===== src/rtl/mnist_frame_driver_if.sv =====
// mnist_frame_driver_if
//   Bundles every handshake/data signal of the MNIST frame driver: the host
//   pixel stream, the image port and label port of the classifier core, the
//   result port back to the host and the busy flag.  Signal names keep the
//   driver's point of view (_i = into the driver, _o = out of the driver).
//
//   Modports:
//     master : the frame driver itself
//     slave  : the environment (host pixel source, classifier core, result sink)
//
//   Parameters: PIXELS (frame width in bits), LABEL_W (label width).
`timescale 1ns/1ps
interface mnist_frame_driver_if #(
   parameter int PIXELS  = 784,
   parameter int LABEL_W = 4
);
   // host pixel stream
   logic               pix_valid_i;
   logic [7:0]         pix_data_i;
   logic               pix_ready_o;
   // image port to the classifier core
   logic               model_valid_o;
   logic [PIXELS-1:0]  model_data_o;
   logic               model_ready_i;
   // label pulse from the classifier core
   logic               model_valid_i;
   logic [LABEL_W-1:0] model_data_i;
   logic               model_ready_o;
   // result port to the host
   logic               label_valid_o;
   logic [LABEL_W-1:0] label_data_o;
   logic               label_err_o;
   logic               label_ready_i;
   // status
   logic               busy_o;

   modport master (
      input  pix_valid_i, pix_data_i, model_ready_i, model_valid_i,
             model_data_i, label_ready_i,
      output pix_ready_o, model_valid_o, model_data_o, model_ready_o,
             label_valid_o, label_data_o, label_err_o, busy_o
   );

   modport slave (
      output pix_valid_i, pix_data_i, model_ready_i, model_valid_i,
             model_data_i, label_ready_i,
      input  pix_ready_o, model_valid_o, model_data_o, model_ready_o,
             label_valid_o, label_data_o, label_err_o, busy_o
   );
endinterface


===== src/rtl/mnist_frame_driver.sv =====
// mnist_frame_driver
//   Host-side initiator for the digit-classifier core.  Binarizes an 8-bit
//   grayscale pixel stream against THRESH, packs PIXELS pixels into one frame,
//   offers the frame to the core, waits (with timeout) for the core's label
//   pulse and hands the label back to the host on a held valid/ready port.
//
//   Ports:
//     clk_i     : clock
//     reset_ni  : asynchronous active-low reset, synchronous release
//     bus       : mnist_frame_driver_if.master (pixel, image, label, result
//                 handshakes and busy_o)
//
//   Parameters: PIXELS, THRESH, LABEL_W, TIMEOUT (>= 2).
//
//   Build option: define LABEL_CHECK_EN to replace any captured label > 9 by
//   4'hE flagged as an error.  Without it the label passes through raw and
//   label_err_o flags timeouts only.
`timescale 1ns/1ps
module mnist_frame_driver #(
   parameter int PIXELS  = 784,
   parameter int THRESH  = 128,
   parameter int LABEL_W = 4,
   parameter int TIMEOUT = 1024
) (
   input  logic                  clk_i,
   input  logic                  reset_ni,
   mnist_frame_driver_if.master  bus
);

   localparam int CW = (PIXELS  > 1) ? $clog2(PIXELS)  : 1;
   localparam int TW = (TIMEOUT > 1) ? $clog2(TIMEOUT) : 1;

   typedef enum logic [1:0] {
      S_LOAD = 2'd0,
      S_SEND = 2'd1,
      S_WAIT = 2'd2,
      S_OUT  = 2'd3
   } state_t;

   state_t             state_reg,  state_next;
   logic [CW-1:0]      count_reg,  count_next;
   logic [PIXELS-1:0]  frame_reg,  frame_next;
   logic [TW-1:0]      timer_reg,  timer_next;
   logic [LABEL_W-1:0] label_reg,  label_next;
   logic               err_reg,    err_next;

   // ------------------------------------------------------------------
   // State register
   // ------------------------------------------------------------------
   always_ff @(posedge clk_i or negedge reset_ni) begin
      if (!reset_ni) begin
         state_reg <= S_LOAD;
         count_reg <= '0;
         frame_reg <= '0;
         timer_reg <= '0;
         label_reg <= '0;
         err_reg   <= 1'b0;
      end else begin
         state_reg <= state_next;
         count_reg <= count_next;
         frame_reg <= frame_next;
         timer_reg <= timer_next;
         label_reg <= label_next;
         err_reg   <= err_next;
      end
   end

   // ------------------------------------------------------------------
   // Next-state logic
   // ------------------------------------------------------------------
   always_comb begin
      state_next = state_reg;
      count_next = count_reg;
      frame_next = frame_reg;
      timer_next = timer_reg;
      label_next = label_reg;
      err_next   = err_reg;

      case (state_reg)
         S_LOAD: begin
            if (bus.pix_valid_i) begin
               frame_next[count_reg] = (int'(bus.pix_data_i) >= THRESH);
               if (count_reg == CW'(PIXELS - 1)) begin
                  count_next = '0;
                  state_next = S_SEND;
               end else begin
                  count_next = count_reg + CW'(1);
               end
            end
         end

         S_SEND: begin
            // Label pulses arriving here are dropped: model_ready_o is low.
            if (bus.model_ready_i) begin
               state_next = S_WAIT;
               timer_next = '0;
            end
         end

         S_WAIT: begin
            // A real label on the last timer cycle takes priority over timeout.
            if (bus.model_valid_i) begin
               state_next = S_OUT;
`ifdef LABEL_CHECK_EN
               if (bus.model_data_i > LABEL_W'(9)) begin
                  label_next = LABEL_W'(14);
                  err_next   = 1'b1;
               end else begin
                  label_next = bus.model_data_i;
                  err_next   = 1'b0;
               end
`else
               label_next = bus.model_data_i;
               err_next   = 1'b0;
`endif
            end else if (timer_reg == TW'(TIMEOUT - 1)) begin
               state_next = S_OUT;
               label_next = '1;
               err_next   = 1'b1;
            end else begin
               timer_next = timer_reg + TW'(1);
            end
         end

         S_OUT: begin
            if (bus.label_ready_i) begin
               state_next = S_LOAD;
            end
         end

         default: begin
            state_next = S_LOAD;
         end
      endcase
   end

   // ------------------------------------------------------------------
   // Outputs: decoded from registered state only, so no input-to-output
   // combinational paths exist (in particular none from label_ready_i).
   // ------------------------------------------------------------------
   assign bus.pix_ready_o   = (state_reg == S_LOAD);
   assign bus.model_valid_o = (state_reg == S_SEND);
   assign bus.model_data_o  = frame_reg;
   assign bus.model_ready_o = (state_reg == S_WAIT);
   assign bus.label_valid_o = (state_reg == S_OUT);
   assign bus.label_data_o  = label_reg;
   assign bus.label_err_o   = err_reg;
   assign bus.busy_o        = (state_reg != S_LOAD) || (count_reg != '0);

endmodule


===== src/flat_wrapper.sv =====
// flat-port wrapper written by rule: the top's interface ports become plain ports
module mnist_frame_driver_flat 
#(
   parameter int PIXELS  = 784,
   parameter int THRESH  = 128,
   parameter int LABEL_W = 4,
   parameter int TIMEOUT = 1024
)
  (clk_i, reset_ni, bus_pix_valid_i, bus_pix_data_i, bus_model_ready_i, bus_model_valid_i, bus_model_data_i, bus_label_ready_i, bus_pix_ready_o, bus_model_valid_o, bus_model_data_o, bus_model_ready_o, bus_label_valid_o, bus_label_data_o, bus_label_err_o, bus_busy_o);
  mnist_frame_driver_if #(.PIXELS(PIXELS), .LABEL_W(LABEL_W)) bus_i ();
  input  logic clk_i;
  input  logic reset_ni;
  input wire logic [$bits(bus_i.pix_valid_i)-1:0] bus_pix_valid_i;
  input wire logic [$bits(bus_i.pix_data_i)-1:0] bus_pix_data_i;
  input wire logic [$bits(bus_i.model_ready_i)-1:0] bus_model_ready_i;
  input wire logic [$bits(bus_i.model_valid_i)-1:0] bus_model_valid_i;
  input wire logic [$bits(bus_i.model_data_i)-1:0] bus_model_data_i;
  input wire logic [$bits(bus_i.label_ready_i)-1:0] bus_label_ready_i;
  output wire logic [$bits(bus_i.pix_ready_o)-1:0] bus_pix_ready_o;
  output wire logic [$bits(bus_i.model_valid_o)-1:0] bus_model_valid_o;
  output wire logic [$bits(bus_i.model_data_o)-1:0] bus_model_data_o;
  output wire logic [$bits(bus_i.model_ready_o)-1:0] bus_model_ready_o;
  output wire logic [$bits(bus_i.label_valid_o)-1:0] bus_label_valid_o;
  output wire logic [$bits(bus_i.label_data_o)-1:0] bus_label_data_o;
  output wire logic [$bits(bus_i.label_err_o)-1:0] bus_label_err_o;
  output wire logic [$bits(bus_i.busy_o)-1:0] bus_busy_o;
  assign bus_i.pix_valid_i = bus_pix_valid_i;
  assign bus_i.pix_data_i = bus_pix_data_i;
  assign bus_i.model_ready_i = bus_model_ready_i;
  assign bus_i.model_valid_i = bus_model_valid_i;
  assign bus_i.model_data_i = bus_model_data_i;
  assign bus_i.label_ready_i = bus_label_ready_i;
  assign bus_pix_ready_o = bus_i.pix_ready_o;
  assign bus_model_valid_o = bus_i.model_valid_o;
  assign bus_model_data_o = bus_i.model_data_o;
  assign bus_model_ready_o = bus_i.model_ready_o;
  assign bus_label_valid_o = bus_i.label_valid_o;
  assign bus_label_data_o = bus_i.label_data_o;
  assign bus_label_err_o = bus_i.label_err_o;
  assign bus_busy_o = bus_i.busy_o;
  mnist_frame_driver #(.PIXELS(PIXELS), .THRESH(THRESH), .LABEL_W(LABEL_W), .TIMEOUT(TIMEOUT)) u_core (.clk_i(clk_i), .reset_ni(reset_ni), .bus(bus_i));
endmodule

===== config.mk =====
export PLATFORM = sky130hd
export DESIGN_NAME = mnist_frame_driver_flat
export DESIGN_NICKNAME = d
export VERILOG_FILES = /design/src/rtl/mnist_frame_driver_if.sv /design/src/rtl/mnist_frame_driver.sv /design/src/flat_wrapper.sv
export SDC_FILE = /design/constraint.sdc
export NUM_CORES = 1
export LEC_CHECK = 0
export ABC_AREA = 1
export CORE_AREA = 5 5 313 315
export CTS_CLUSTER_SIZE = 10
export DETAILED_ROUTE_END_ITERATION = 10
export DIE_AREA = 0 0 318 320
export PLACE_DENSITY = 0.69
export REMOVE_ABC_BUFFERS = 1
export SLEW_MARGIN = 0
export SYNTH_ARGS = -nofsm -noshare
export SYNTH_HDL_FRONTEND = slang
export SYNTH_SLANG_ARGS = --single-unit
export TNS_END_PERCENT = 1

===== constraint.sdc =====
create_clock -name clk_i -period 2.8 [get_ports clk_i]
set_input_delay 0.28 -clock clk_i [delete_from_list [all_inputs] [get_ports clk_i]]
set_output_delay 0.28 -clock clk_i [all_outputs]
set_load 0.05 [all_outputs]

==> metrics, run 1 <==
Die X-Extent ~320 microns; largest cells by area after synthesis dfrtp_1 (57%), o21ai_0 (11%), nand2_1 (9.0%), inv_1 (7.9%), nor2_1 (7.3%); Global Route Usage Sum between 20% and 30%; Static Leak between 0.02 and 0.03 uW; ys async rst share 100%; multiplexer area fraction after synthesis 0%; crit path max fanout 9; first-pass detailed-route iteration total 6; Final Instance Area around 48000 sq um; worst slew pin tran around 1.0 ns; Placement Setup Slack between 0.15 and 0.2 ns; register area share after synthesis a little under three fifths; Synth Area in XOR/XNOR less than 1%; synth cell count leaders nand2_1 (848), dfrtp_1 (811), o21ai_0 (752); clk_lat worst skew ~0.67 ns; Top FF cell, synth dfrtp_1; Root Buffer Master clkbuf_16; synthesized area per cell 8.12 sq um; Layout area overhead 36.6%; critical-path cell list inv_1 -> ha_1 -> nand4_1 -> buf_4; max-cap viol count 0; f_max 0.375 GHz; most common cell in the netlist nand2_1; Placed Area 45400 sq um; slew margin rel. about 30%; CTS tree done; Worst-path clk slew 0.06 ns; CTS H-tree depth 3; reg-to-reg slack, setup between 0.2 and 0.25 ns; CP Launch Type register; post-DP HPWL 98400 microns; Synth Area in Compound Gates a little under an eighth; cell area power density slightly below 600 nW/um^2; Post-synth EDFFs 0; num ports 812; DRC 0; footprint of the multi-input gates 11100 sq um; antenna viol nets, final 0; Peak VDD IR ~0.00043 V; slowest stage delay, CP 0.47 ns; routed wire length per instance approximately 22 microns; routed vias/inst between 5 and 6; status finished clean; CP arrival about 2.4 ns; CTS Sinks 811; YS warnings 0; Core Rows between 100 and 150; Die Area 102000 sq um; total wire length 144000 microns; reg2reg end u_core.bus.model_data_o[390]$_DFFE_PN0P_; core area 94600 sq um; synth unique cells 29; GP Congestion 0.850; Largest register FFs roughly 780; Synth Area in Simple Gates 19.1%; number of port buffers 804; Netlist Area Pre-Place between 30000 and 40000 sq um; clk_skew 0.0188 ns; Worst Path Class, Setup reg2out; die height ~320 microns; share of cells above drive strength 1 under 10%; nets 5185; post-synthesis cell count between 4000 and 5000; Synth top area share about 57%; flops & latches, synth a little over 800; WHS slightly below 0.2 ns; final setup vio count 0; Setup crit end kind output port; Vias ~32000; setup ws final approximately 0.13 ns; initial core utilization between 30% and 40%; max-slew violation count 0; Required @ worst endpoint 2.52 ns; Post-Synth Adder-Cell Area less than 1%; Num CTS Buffers 96; Tmin final around 2.7 ns; setup TNS 0 ns; sequential cell area 20300 sq um; grt ovf 0; antenna violations before repair 2; vias in the first global route 31307; post-synth top area cell dfrtp_1; R2R Path Start u_core.state_reg[1]$_DFFE_PN0P_; RSZ-0062 raised after global routing no; worst min path class in2async; FF-to-FF path depth 11; largest family of logic cells by synthesized area simple AND/OR/NAND/NOR gates; first-pass GRT wire length roughly 210000 microns; overall power ~29000 uW; worst-case clock buffer depth 3; largest net degree at the start of global routing 102; DRT iter0 DRCs ~3000; Critical-path top delay cell ha_1; final hold vios 0; Filler cells about 8600; fin crit share around 95%
[worst max-delay path, delay by kind of cell, from the launching register on]
| kind | cells | cell delay (ns) |
|---|---|---|
| AND/OR/NAND/NOR | 1 | 0.37 |
| adder cells (fa/ha/maj) | 1 | 0.47 |
| buffers and inverters | 2 | 0.45 |
| flip-flops | 1 | 0.42 |
[cell families after synthesis]
family	Yosys count
and+or+nand+nor	1691
xor gates and xnor gates	8
adders and majority gates	10
DFF	811
AOI/OAI and AO/OA	831
buffers and inverters	997
[metal layers]
metal	vias to the layer above	global-route usage [%]	share of wire (%)
met2	1483	43.6	46
met5	-	0	0
li1	14849	-	-
met3	349	6.70	8.3
met1	15674	34.2	39
met4	0	15.1	6.2
[cells in the final DEF, fill, tap and decap left out, types with 12 or more instances in the layout]
master | synthesis | layout
a21oi_1 | 36 | 36
a31oi_1 | 28 | 28
buf_12 | 0 | 33
buf_4 | 2 | 97
clkbuf_1 | 100 | 13
clkbuf_16 | 0 | 101
clkbuf_8 | 0 | 12
clkdlybuf4s50_1 | 0 | 801
dfrtp_1 | 811 | 811
inv_1 | 745 | 738
inv_2 | 26 | 31
nand2_1 | 848 | 848
nand3_1 | 97 | 97
nor2_1 | 690 | 688
nor2_2 | 22 | 23
nor2_4 | 13 | 14
o21ai_0 | 752 | 752
o21ai_1 | 14 | 14
[final cells by class]
class,instances,share of cell area [%]
diodes,1,0.00519
clock buffers,126,5.68
clock inverters,8,0.208
inverters,773,6.04
multi-input cells,2540,23.1
flip-flops and latches,811,42.1
well taps,1265,3.28
repair buffers,934,19.6
repair inverters,1,0.0156
[per-stage QoR]
step / cells / util, %
finish: 6459 / 51.0
global route: 6458 / 51.0
detailed placement: 6322 / 48.0
global placement: 6322 / 48.0
CTS: 6457 / 51.0
floorplan: 4124 / -
[report_power, final]
group          internal (uW)  leakage, uW  switching [uW]
Combinational           1050       0.0124            3440
Clock                   6900      0.00140            4860
Sequential             12100       0.0113             281
Total                  20000       0.0251            8580
[worst max path at each step]
| stage | start | to | cells after the start |
|---|---|---|---|
| floorplan | bus_pix_data_i[7] | u_core.bus.model_data_o[132]$_DFFE_PN0P_ | 2 |
| global placement | bus_pix_valid_i | u_core.bus.model_data_o[391]$_DFFE_PN0P_ | 10 |
| detailed placement | u_core.state_reg[1]$_DFFE_PN0P_ | u_core.bus.model_data_o[135]$_DFFE_PN0P_ | 12 |
| CTS | u_core.count_reg[0]$_DFFE_PN0P_ | bus_busy_o | 4 |
| global route | u_core.count_reg[0]$_DFFE_PN0P_ | bus_busy_o | 4 |
| finish | u_core.count_reg[0]$_DFFE_PN0P_ | bus_busy_o | 4 |
[what timing repair did]
action	CTS	global route
buffers inserted	0	0
hold buffers	1	0
hold endpoints to repair	33	0
endpoints found under the setup margin	1	20
gates resized for setup	1	4
pin swaps	0	0
cloned	0	1
Note: power is estimated with default switching activity, not from simulation.
==> run 2, diff against run 1 <==
--- a/config.mk
+++ b/config.mk
@@ -6,11 +6,11 @@
 export NUM_CORES = 1
 export LEC_CHECK = 0
 export ABC_AREA = 1
-export CORE_AREA = 5 5 313 315
-export CTS_CLUSTER_SIZE = 10
+export CORE_AREA = 5 5 309 311
+export CTS_CLUSTER_SIZE = 30
 export DETAILED_ROUTE_END_ITERATION = 10
-export DIE_AREA = 0 0 318 320
-export PLACE_DENSITY = 0.69
+export DIE_AREA = 0 0 314 316
+export PLACE_DENSITY = 0.71
 export REMOVE_ABC_BUFFERS = 1
 export SLEW_MARGIN = 0
 export SYNTH_ARGS = -nofsm -noshare
==> run 2 against run 1 <==
  * Core utilization is 1.2 points higher
  * Die area is 2.5% lower
  * Maximum frequency is 2.1% lower
  * Sequential share of layout area is 0.060 points lower
  * Non-clock buffer count is 12 higher
  * Largest cell class unchanged
  * Setup slack worse by 0.058 ns
  * Sequential power hardly changed
  * Total power is 0.47% higher
  * Largest power group unchanged
==> metrics, run 2 (synthesis results as in run 1) <==
first-pass detailed-route iteration total 6; Largest register FFs ~800; Worst-path clk slew approximately 0.06 ns; worst-case clock buffer depth 3; Die Area just under 100000 sq um; cell area power density approximately 600 nW/um^2; final hold vios 0; CTS tree done; worst slew pin tran around 1.1 ns; Required @ worst endpoint about 2.5 ns; antenna violations before repair 4; GP Congestion between 0.8 and 0.9; Static Leak between 0.02 and 0.03 uW; status finished clean; CTS H-tree depth 3; clk_skew ~0.017 ns; worst min path class in2async; footprint of the multi-input gates between 10000 and 15000 sq um; final setup vio count 0; sequential cell area approximately 20000 sq um; grt ovf 0; slew margin rel. between 20 and 30%; initial core utilization 38.2%; CP Launch Type register; routed wire length per instance 22.1 microns; Vias between 30000 and 40000; clk_lat worst skew around 0.67 ns; cell family with most CP delay simple AND/OR/NAND/NOR gates; CP arrival roughly 2.4 ns; Setup crit end kind output port; most frequent cells in the layout nand2_1 (848), dfrtp_1 (811), clkdlybuf4s50_1 (799); RSZ-0062 raised after global routing no; slowest stage delay, CP roughly 0.46 ns; f_max ~0.37 GHz; total wire length 142000 microns; max-slew violation count 0; R2R Path Start u_core.state_reg[0]$_DFFE_PN0P_; reg-to-reg slack, setup 0.27 ns; Crit path buffers/inverters 2; Worst Path Class, Setup reg2out; WHS ~0.16 ns; Peak VDD IR 0.000485 V; Root Buffer Master clkbuf_16; critical-path cell list nor2_1 -> nand2_1 -> nor2_4 -> buf_4 -> nand4_1 -> buf_4; Num CTS Buffers 90; share of cells above drive strength 1 under 10%; core area 92500 sq um; DRC 0; Post-CTS Setup Inserts 0; commonest non-fill, non-tap cell in the layout nand2_1; reg2reg end u_core.bus.model_data_o[391]$_DFFE_PN0P_; first-pass GRT wire length ~210000 microns; routed vias/inst ~5.1; # diodes 0; Filler cells 8346; crit path max fanout 12; CTS Sinks between 800 and 900; Critical-path top delay cell dfrtp_1; post-DP HPWL roughly 97000 microns; Global Route Usage Sum between 20% and 30%; num ports 812; vias in the first global route approximately 31000; Tmin final roughly 2.7 ns; die height about 320 microns; Core Rows 112; Layout area overhead 36.8%; fin crit share between 90 and 100%; Util after Layout a little over half; max-cap viol count 0; antenna viol nets, final 0; DRT iter0 DRCs about 3500; overall power approximately 29000 uW; Die X-Extent around 310 microns; nets 5191; largest net degree at the start of global routing 104; Most common cell on crit path buf_4; FF-to-FF path depth 12; number of port buffers ~800
==> run 2: worst max path at each step <==
stage                                          from                                  endpoint  slack, ns  cells past startpoint
global placement                    bus_pix_valid_i  u_core.bus.model_data_o[455]$_DFFE_PN0P_       0.23                     11
detailed placement                  bus_pix_valid_i  u_core.bus.model_data_o[775]$_DFFE_PN0P_       0.17                     11
finish              u_core.count_reg[9]$_DFFE_PN0P_                                bus_busy_o       0.08                      6
global route        u_core.count_reg[9]$_DFFE_PN0P_                                bus_busy_o      0.002                      6
floorplan                         bus_pix_data_i[7]  u_core.bus.model_data_o[132]$_DFFE_PN0P_      -9.31                      2
CTS                 u_core.count_reg[9]$_DFFE_PN0P_                                bus_busy_o       0.04                      6
==> run 2: report_power, final <==
part / total (uW) / switching (uW) / internal, uW / leakage, uW
logic: 4460 / 3430 / 1040 / 0.0125
registers: 12400 / 290 / 12100 / 0.0113
clock network: 11900 / 4910 / 7010 / 0.00146
total: 28700 / 8620 / 20100 / 0.0252
==> run 2: area by class of cell <==
type / instances / share of cell area (%)
Sequential cell: 811 / 42.0
Multi-Input combinational cell: 2540 / 23.1
Timing Repair Buffer: 946 / 19.6
Inverter: 773 / 6.04
Clock buffer: 140 / 5.70
Tap cell: 1197 / 3.10
Clock inverter: 19 / 0.402
Timing Repair inverter: 1 / 0.0155
==> run 2: worst reg2reg max path, cell delays in order, from the launching register on <==
cell and delay (ns):
dfrtp_1 0.42, inv_1 0.12, ha_1 0.26, nand2_2 0.15, inv_4 0.10, nand2_4 0.11, nor2_2 0.24, buf_4 0.24
clkinvlp_4 0.29, nor2_1 0.24, nand2_1 0.08, o21ai_0 0.10, inv_1 0.07
==> run 2: layer usage <==
metal	wire length [microns]	vias up	GRT usage, %
met4	9040	2	15.5
met5	13	-	0
li1	-	14892	-
met1	55400	15683	35.5
met3	12300	390	6.15
met2	65100	1593	43.7
==> run 2: timing repair <==
action | in CTS | in global routing
setup endpoints to repair | 1 | 16
resized for setup | 1 | 4
pin swaps | 0 | 0
cloned | 0 | 1
hold buffers | 1 | 0
hold endpoints to repair | 106 | 0
==> run 2: through the flow <==
stage	TNS, ns	cells	cell area, sq um	setup WS [ns]
after floorplan	-6613.71	4124	34300	-9.31
after global placement	0	6266	45300	0.231
after detailed placement	0	6266	45300	0.169
after CTS	0	6426	48300	0.0360
after global routing	0	6427	48300	0.00155
final	0	6427	48300	0.0762
